File: src/rtl/stopwatch_ctrl_fsm.sv
// Stopwatch mode sequencer: IDLE/RUN/PAUSED/ADJUST FSM with the 1 Hz count prescaler,
// the adjust-rate prescaler and the display blink mask.
module stopwatch_ctrl_fsm #(
  parameter int unsigned ONE_HZ_DIV = 100_000_000,
  parameter int unsigned ADJ_DIV    = 50_000_000
) (
  input  logic       clk,
  input  logic       reset,
  input  logic       pause,
  input  logic       sel,
  input  logic       adj,
  output logic       count_en,
  output logic       inc_sec,
  output logic       inc_min,
  output logic [3:0] blink_mask,
  output logic [1:0] state
);

  localparam int unsigned HzW  = $clog2(ONE_HZ_DIV);
  localparam int unsigned AdjW = $clog2(ADJ_DIV);
  localparam logic [HzW-1:0]  HzLast  = HzW'(ONE_HZ_DIV - 1);
  localparam logic [AdjW-1:0] AdjLast = AdjW'(ADJ_DIV - 1);

  typedef enum logic [1:0] {
    StIdle   = 2'b00,
    StRun    = 2'b01,
    StPaused = 2'b10,
    StAdjust = 2'b11
  } state_e;

  state_e          state_q, state_d;
  logic [HzW-1:0]  hz_q, hz_d;
  logic [AdjW-1:0] adj_cnt_q, adj_cnt_d;
  logic            phase_q, phase_d;
  logic            pause_q;
  logic            count_en_q, count_en_d;
  logic            inc_sec_q, inc_sec_d;
  logic            inc_min_q, inc_min_d;
  logic [3:0]      mask_q, mask_d;
  logic            press;

  assign press = pause & ~pause_q;

  always_comb begin
    state_d    = state_q;
    hz_d       = hz_q;
    adj_cnt_d  = adj_cnt_q;
    phase_d    = phase_q;
    count_en_d = 1'b0;
    inc_sec_d  = 1'b0;
    inc_min_d  = 1'b0;
    mask_d     = 4'b0000;

    // adj overrides everything, so a press on the entry cycle is dropped.
    if (adj) begin
      state_d = StAdjust;
    end else begin
      unique case (state_q)
        StIdle:   if (press) state_d = StRun;
        StRun:    if (press) state_d = StPaused;
        StPaused: if (press) state_d = StRun;
        StAdjust: state_d = StPaused;
        default:  state_d = StIdle;
      endcase
    end

    // PAUSED holds the prescaler so a resume keeps the sub-second phase.
    unique case (state_q)
      StRun: begin
        if (hz_q == HzLast) begin
          hz_d       = '0;
          count_en_d = 1'b1;
        end else begin
          hz_d = hz_q + 1'b1;
        end
      end
      StPaused: hz_d = hz_q;
      default:  hz_d = '0;
    endcase

    if (state_q == StAdjust) begin
      if (adj_cnt_q == AdjLast) begin
        adj_cnt_d = '0;
        phase_d   = ~phase_q;
        inc_sec_d = ~sel;
        inc_min_d = sel;
      end else begin
        adj_cnt_d = adj_cnt_q + 1'b1;
      end
    end else begin
      adj_cnt_d = '0;
      phase_d   = 1'b0;
    end

    if (state_d == StAdjust && phase_d) begin
      mask_d = sel ? 4'b1100 : 4'b0011;
    end
  end

  always_ff @(posedge clk or posedge reset) begin
    if (reset) begin
      state_q    <= StIdle;
      hz_q       <= '0;
      adj_cnt_q  <= '0;
      phase_q    <= 1'b0;
      pause_q    <= 1'b1;
      count_en_q <= 1'b0;
      inc_sec_q  <= 1'b0;
      inc_min_q  <= 1'b0;
      mask_q     <= 4'b0000;
    end else begin
      state_q    <= state_d;
      hz_q       <= hz_d;
      adj_cnt_q  <= adj_cnt_d;
      phase_q    <= phase_d;
      pause_q    <= pause;
      count_en_q <= count_en_d;
      inc_sec_q  <= inc_sec_d;
      inc_min_q  <= inc_min_d;
      mask_q     <= mask_d;
    end
  end

  assign count_en   = count_en_q;
  assign inc_sec    = inc_sec_q;
  assign inc_min    = inc_min_q;
  assign blink_mask = mask_q;
  assign state      = state_q;

endmodule

File: config.mk
export PLATFORM = sky130hd
export DESIGN_NAME = stopwatch_ctrl_fsm
export DESIGN_NICKNAME = d
export VERILOG_FILES = /design/src/rtl/stopwatch_ctrl_fsm.sv
export SDC_FILE = /design/constraint.sdc
export NUM_CORES = 1
export LEC_CHECK = 0
export BUFFER_PORTS_ARGS = -buffer_cell sky130_fd_sc_hd__buf_2
export CORE_MARGIN = 1
export CORE_UTILIZATION = 55
export DETAILED_ROUTE_END_ITERATION = 7
export PLACE_DENSITY = 0.86
export SLEW_MARGIN = 20
export SYNTH_ARGS = -nofsm -noshare
export SYNTH_HDL_FRONTEND = slang
export SYNTH_SLANG_ARGS = --single-unit
export TNS_END_PERCENT = 30
File: constraint.sdc
create_clock -name clk -period 1.6 [get_ports clk]
set_input_delay 0.16 -clock clk [delete_from_list [all_inputs] [get_ports clk]]
set_output_delay 0.16 -clock clk [all_outputs]
set_load 0.02 [all_outputs]
==> impl_metrics.toml, run 1 <==
[status]
outcome = "finished with violations"
violations = "negative setup slack"

[timing]
rsz0062_at_grt = "yes"
slew_viol_final = 0
tightestPinTransition_ns = 0.6311
layout_setup_ws_ns = -0.3403
finalCritPeriodShare_pct = 121.3
fin_skew_ns = 0.01228
maxSlewHeadroom_pct = 57.74
hold_viol = 0
max_freq_ghz = 0.5154
setup_violations = 52
fin_crit_ns = 1.940

[clocking]
cts_buffers = 9
clk_latency_ns = 0.35
cts_max_level = 3
root_buffer = "clkbuf_8"
cts_tree = "built"
cts_max_path_buffers = 2
clock-sinks = 62
clk_pin_slew_ns = 0.08

[yosys]
synth-compound-area-share_pct = 11.24
synth_simple_gate_area_share_pct = 27.63
synthCells = 326
synth_nets = 333
synth_area_leaders = "dfrtp_1 (48%), xor2_1 (4.9%), nor2_1 (4.3%), a31oi_1 (3.7%), nand3_1 (3.3%)"
yosys_warnings = 0
ys_seq_area_share_pct = 48.44
synth_mux_area_share_pct = 0.3123
synth_area_leader_cell = "dfrtp_1"
syn_avg_cell_area_um2 = 9.833
synth_fa_ha_area_share_pct = 0.7806
synthFlopType = "dfrtp_1"
postSynth.asyncResetShare_pct = 100.0
synth_top_family_by_area = "simple AND/OR/NAND/NOR gates"
ys_ff_latch = 62
synth_top_cell_area_share_pct = 47.62
synth_xor_area_share_pct = 7.377
netlist_area_um2 = 3206
yosysUniqueCellTypes = 48
synth_edf_count = 0

[floorplanning]
ioPinCount = 14
start_util_pct = 57.51
coreArea_um2 = 5574
dieWidth_um = 78.35
fp.dieH_um = 78.35
die_area_um2 = 6138
fp-row-count = 27

[final_layout]
final_area_um2 = 4427
nets = 426
diodes = 0
syn_to_final_growth_pct = 38.10
drive_gt1_share_pct = 39.24
postLayoutCoreUtil_pct = 79.42
nFillCells = 299

[setup_path]
crit_slowest_cell = "dfrtp_1"
crit_required_ns = 1.88
slowest_delay_ns = 0.40
crit_chain = "ha_4 > nand3_4 > nor4_4 > buf_6 > nand4_1 > nor4_1 > o21bai_1"
crit_path_start_kind = "register"
r2r-end = "hz_q[26]$_DFFE_PP0N_"
end_kind = "register"
ff2ff_setup_slack_ns = -0.34
rr_worst_depth = 7
worstPathArrival_ns = 2.22
r2r-start = "hz_q[0]$_DFFE_PP0N_"
crit_fanout = 5
crit_type = "register to register"

[power]
power_density_nw_per_um2 = 705.2
peakVddDrop_mv = 0.6850
p_leak_uw = 0.002038

[placed_design]
placed_area_um2 = 3871
port-buffer-count = 13
place_congestion = 0.8618
dp_hpwl_mm = 5.279
dpl_worst_slack_ns = -0.1482

[worst_hold_path]
hold-path-cell-count = 2
hold_path.startpoint = "sel"
hp-class = "input port to register"
hold_end = "inc_sec$_DFF_PP0_"

[grt]
grt_antenna_before_repair = 0
grt_pass1_vias = 2938
grt_overflow = 0
grt_usage_pct = 29.45
grt_max_degree = 63
grt_pass1_wl_mm = 13.67

[detailed_routing]
via_per_inst = 6.297
initialDrtViolationCount = 300
routedWlPerCell_um = 20.39
totalWireLength_mm = 10.10
ant_nets = 0
vias = 3117
dr.pass1.iters = 6
drc = 0

[run]
max_cap_violations = 0
## what timing repair did
item	4_1_cts	5_1_grt
resized for setup	23	36
setup endpoints to repair	53	57
pin swaps	20	20
setup buffers	5	10
gates cloned	0	1
endpoints found under the hold margin	62	0
hold buffers	2	0
## Yosys cell counts (2+ instances only)
cell type  instances
dfrtp_1           61
nor2_1            37
nand2_1           26
nand3_1           21
a31oi_1           19
xor2_1            18
a21oi_1           16
and3_1            11
nand4_1           11
o21ai_0           10
inv_1              9
xnor2_1            9
buf_2              8
and4_1             7
nor3_1             6
nand2b_1           4
nor4_4             4
o21bai_1           4
a21o_1             3
nor3b_1            3
nor4b_1            3
a22o_1             2
and2_0             2
buf_4              2
buf_6              2
clkbuf_1           2
ha_1               2
nand4_4            2
nor4_1             2
nor4bb_1           2
## how the worst max path moves through the flow
stage / from / endpoint / cells past startpoint
floorplan: hz_q[8]$_DFFE_PP0N_ / hz_q[24]$_DFFE_PP0N_ / 7
global placement: hz_q[8]$_DFFE_PP0N_ / hz_q[4]$_DFFE_PP0N_ / 6
detailed placement: hz_q[1]$_DFFE_PP0N_ / hz_q[11]$_DFFE_PP0N_ / 7
CTS: hz_q[9]$_DFFE_PP0N_ / hz_q[4]$_DFFE_PP0N_ / 7
global route: hz_q[0]$_DFFE_PP0N_ / hz_q[26]$_DFFE_PP0N_ / 7
finish: hz_q[0]$_DFFE_PP0N_ / hz_q[26]$_DFFE_PP0N_ / 7
## power breakdown
part	internal [uW]	switching, uW	total, uW
combinational	100	165	265
sequential	1590	19.0	1610
clock	639	611	1250
## cell usage in the layout, fill, tap and decap left out, drive strengths merged, types with 8 or more instances in the layout
cell type,instances
buf,96
dfrtp,61
nor2,37
nand2,26
nand3,22
a31oi,19
xor2,18
a21oi,17
clkbuf,14
nand4,13
and3,12
o21ai,10
xnor2,9
inv,8
## stage by stage
step	hold slack [ns]	TNS [ns]	power, uW	std cells
floorplan	0.1645	-0.009852	1772	326
global placement	0.2696	-0.6207	1845	462
detailed placement	0.2691	-2.953	1857	462
CTS	0.02749	-2.843	3064	484
global route	0.05703	-10.50	3198	495
finish	0.04908	-7.257	3122	495
## critical path, delay by kind of cell (launching register included)
kind,cells,cell delay (ns)
flip-flops,1,0.40
AO/OA/AOI/OAI,1,0.17
adder cells (fa/ha/maj),1,0.21
buffers and inverters,1,0.19
AND/OR/NAND/NOR,4,0.89
## sequential cells by signal, indices dropped and copies added, names as in the netlist
register	flops
phase_q	1
inc_sec	1
blink_mask	2
adj_cnt_q	26
state	2
inc_min	1
hz_q	27
pause_q	1
count_en	1
## routing by layer
| layer | track usage [%] | routed length, um | vias up |
|---|---|---|---|
| met5 | 0 | 0 | - |
| li1 | - | - | 1356 |
| met3 | 5.814 | 706 | 62 |
| met1 | 33.05 | 3599 | 1497 |
| met4 | 14.63 | 451 | 0 |
| met2 | 53.07 | 5338 | 202 |
## cell families (layout without fill, tap and decap cells)
logic type	Yosys count	in the layout
compound gates	59	59
xor+xnor	27	27
fa+ha+maj	2	2
buf+inv	25	122
flops	62	62
mux	1	1
simple gates	150	150
## final cells by class
type / instances / area, um2 / area share (%)
Multi-Input combinational cell: 239 / 1777 / 40.14
Sequential cell: 62 / 1562 / 35.27
Timing Repair Buffer: 98 / 793.3 / 17.92
Clock buffer: 14 / 162.7 / 3.674
Tap cell: 72 / 90.09 / 2.035
Inverter: 9 / 37.54 / 0.8479
Clock inverter: 1 / 5.005 / 0.1131
(Power assumes the default switching activity.)
==> run 2, diff against run 1 <==
==> constraint.sdc (replaced) <==
create_clock -name clk -period 1.7 [get_ports clk]
set_input_delay 0.17 -clock clk [delete_from_list [all_inputs] [get_ports clk]]
set_output_delay 0.17 -clock clk [all_outputs]
set_load 0.02 [all_outputs]
==> impl_metrics.toml, run 2 (same netlist as run 1, synthesis figures left out) <==
[final_layout]
final_cells = 484
multiInputGateArea_um2 = 1813
final_cell_mix = "dfrtp_1 (53), buf_4 (53), nor2_1 (34)"
nFillCells = 256
diodes = 0
largest_register_ffs = 27
largest_register = "hz_q"
drive_gt1_share_pct = 40.29
largest_registers = "hz_q: 27 flops, adj_cnt_q: 26 flops"
register_area_um2 = 1563
nets = 414
syn_to_final_growth_pct = 39.23

[setup_path]
crit_slowest_cell = "nor4bb_1"
r2r-end = "hz_q[19]$_DFFE_PP0N_"
rr_worst_depth = 7
worstPathArrival_ns = 2.22
slowest_delay_ns = 0.49
crit_required_ns = 1.94
crit_chain = "nor4bb_1 > and4_4 > buf_4 > a21o_4 > buf_6 > nor3_2 > o21bai_1"
endpoint = "hz_q[19]$_DFFE_PP0N_"
crit_type = "register to register"
crit_fanout = 6
end_kind = "register"
r2r-start = "hz_q[8]$_DFFE_PP0N_"
crit_path_start_kind = "register"
crit_start = "hz_q[8]$_DFFE_PP0N_"
ff2ff_setup_slack_ns = -0.28

[detailed_routing]
drc = 0
initialDrtViolationCount = 498
ant_nets = 0
via_per_inst = 6.876
routedWlPerCell_um = 23.96
totalWireLength_mm = 11.60
dr.pass1.iters = 6
vias = 3328

[floorplanning]
fp.dieH_um = 78.35
dieWidth_um = 78.35
die_area_um2 = 6138
coreArea_um2 = 5574
ioPinCount = 14
fp-row-count = 27
start_util_pct = 57.51

[placed_design]
post-place-cells = 437
dpl_worst_slack_ns = -0.1161
port-buffer-count = 13
place_congestion = 0.8013
dp_hpwl_mm = 5.006

[timing]
whs_ns = 0.06338
max_freq_ghz = 0.5052
layout_setup_ws_ns = -0.2795
hold_viol = 0
fin_crit_ns = 1.980
maxSlewHeadroom_pct = 46.58
tightestPinTransition_ns = 0.7976
finalCritPeriodShare_pct = 116.4
slew_viol_final = 0
setup_violations = 57
fin_skew_ns = 0.01802
rsz0062_at_grt = "yes"

[grt]
met1_usage_pct = 34.96
grt_overflow = 0
grt_max_degree = 47
grt_pass1_wl_mm = 13.43
grt_use_met3_pct = 5.465
grt_util_met2_pct = 47.54
grt_pass1_vias = 2836
top_usage_layer = "met2"
grt_usage_pct = 28.84
grt_antenna_before_repair = 0

[power]
p_int_uw = 2537
clkPwrFrac_pct = 47.1
p_sw_share_pct = 24.52
seqPwrFrac_pct = 45.1
power_density_nw_per_um2 = 753.0
p_leak_uw = 0.002014
peakVddDrop_mv = 0.5371
p_switching_uw = 824.1
power_frac_comb_pct = 7.8

[clocking]
cts_max_level = 3
cts_max_path_buffers = 2
clk_pin_slew_ns = 0.08
cts_tree = "built"
root_buffer = "clkbuf_8"
clk_latency_ns = 0.36
clock-sinks = 62
cts_buffers = 9

[status]
outcome = "finished with violations"
violations = "negative setup slack"

[worst_hold_path]
hp-class = "input port to register"

[run]
max_cap_violations = 0
## run 2: power groups by stage
stage | combinational (uW) | sequential, uW | clock, uW
2_1_floorplan | 117 | 1540 | 0
3_3_place_gp | 168 | 1540 | 0
3_5_place_dp | 177 | 1540 | 0
4_1_cts | 193 | 1510 | 1520
5_1_grt | 275 | 1520 | 1620
6_report | 261 | 1520 | 1580
## run 2: critical path: cells and delay by family (launching register included)
family	cells	cell delay (ns)
compound gates	2	0.34
simple gates	3	0.86
buf+inv	2	0.26
flops	1	0.41
## run 2: area by class of cell
type                            count  area share [%]
Multi-Input combinational cell    239           40.62
Sequential cell                    62           35.02
Timing Repair Buffer               86           16.26
Clock buffer                       13           3.785
Tap cell                           72           2.019
Clock inverter                      3           1.458
Inverter                            9          0.8410
## run 2: how the worst min path moves through the flow
stage                     cells past startpoint                 endpoint  start
final                                         2  blink_mask[1]$_DFF_PP0_    sel
after global routing                          2  blink_mask[1]$_DFF_PP0_    sel
after CTS                                     2  blink_mask[1]$_DFF_PP0_    sel
after detailed placement                      2  blink_mask[2]$_DFF_PP0_  reset
after global placement                        2  blink_mask[1]$_DFF_PP0_  reset
after floorplan                               0        pause_q$_DFF_PP1_  pause
## run 2: what timing repair did
action	in CTS	in global routing
hold endpoints to repair	16	0
hold buffers	2	0
buffers inserted	10	16
gates resized for setup	21	71
endpoints found under the setup margin	32	56
pin swaps	14	29
cloned	0	3
## run 2: metrics by stage
| stage | area, um2 | power, uW | utilization [%] | setup TNS (ns) |
|---|---|---|---|---|
| 2_1_floorplan | 3212 | 1659 | - | -0.006988 |
| 3_3_place_gp | 3606 | 1708 | 64.69 | 0 |
| 3_5_place_dp | 3606 | 1718 | 64.69 | -0.6346 |
| 4_1_cts | 4024 | 3231 | 72.19 | -0.1438 |
| 5_1_grt | 4463 | 3407 | 80.07 | -7.791 |
| 6_report | 4463 | 3361 | 80.07 | -7.228 |
## run 2: metal layers
layer,part of all wire [%],vias up
li1,-,1334
met1,37,1615
met2,47,295
met3,10,84
met4,5.9,0
met5,0,-
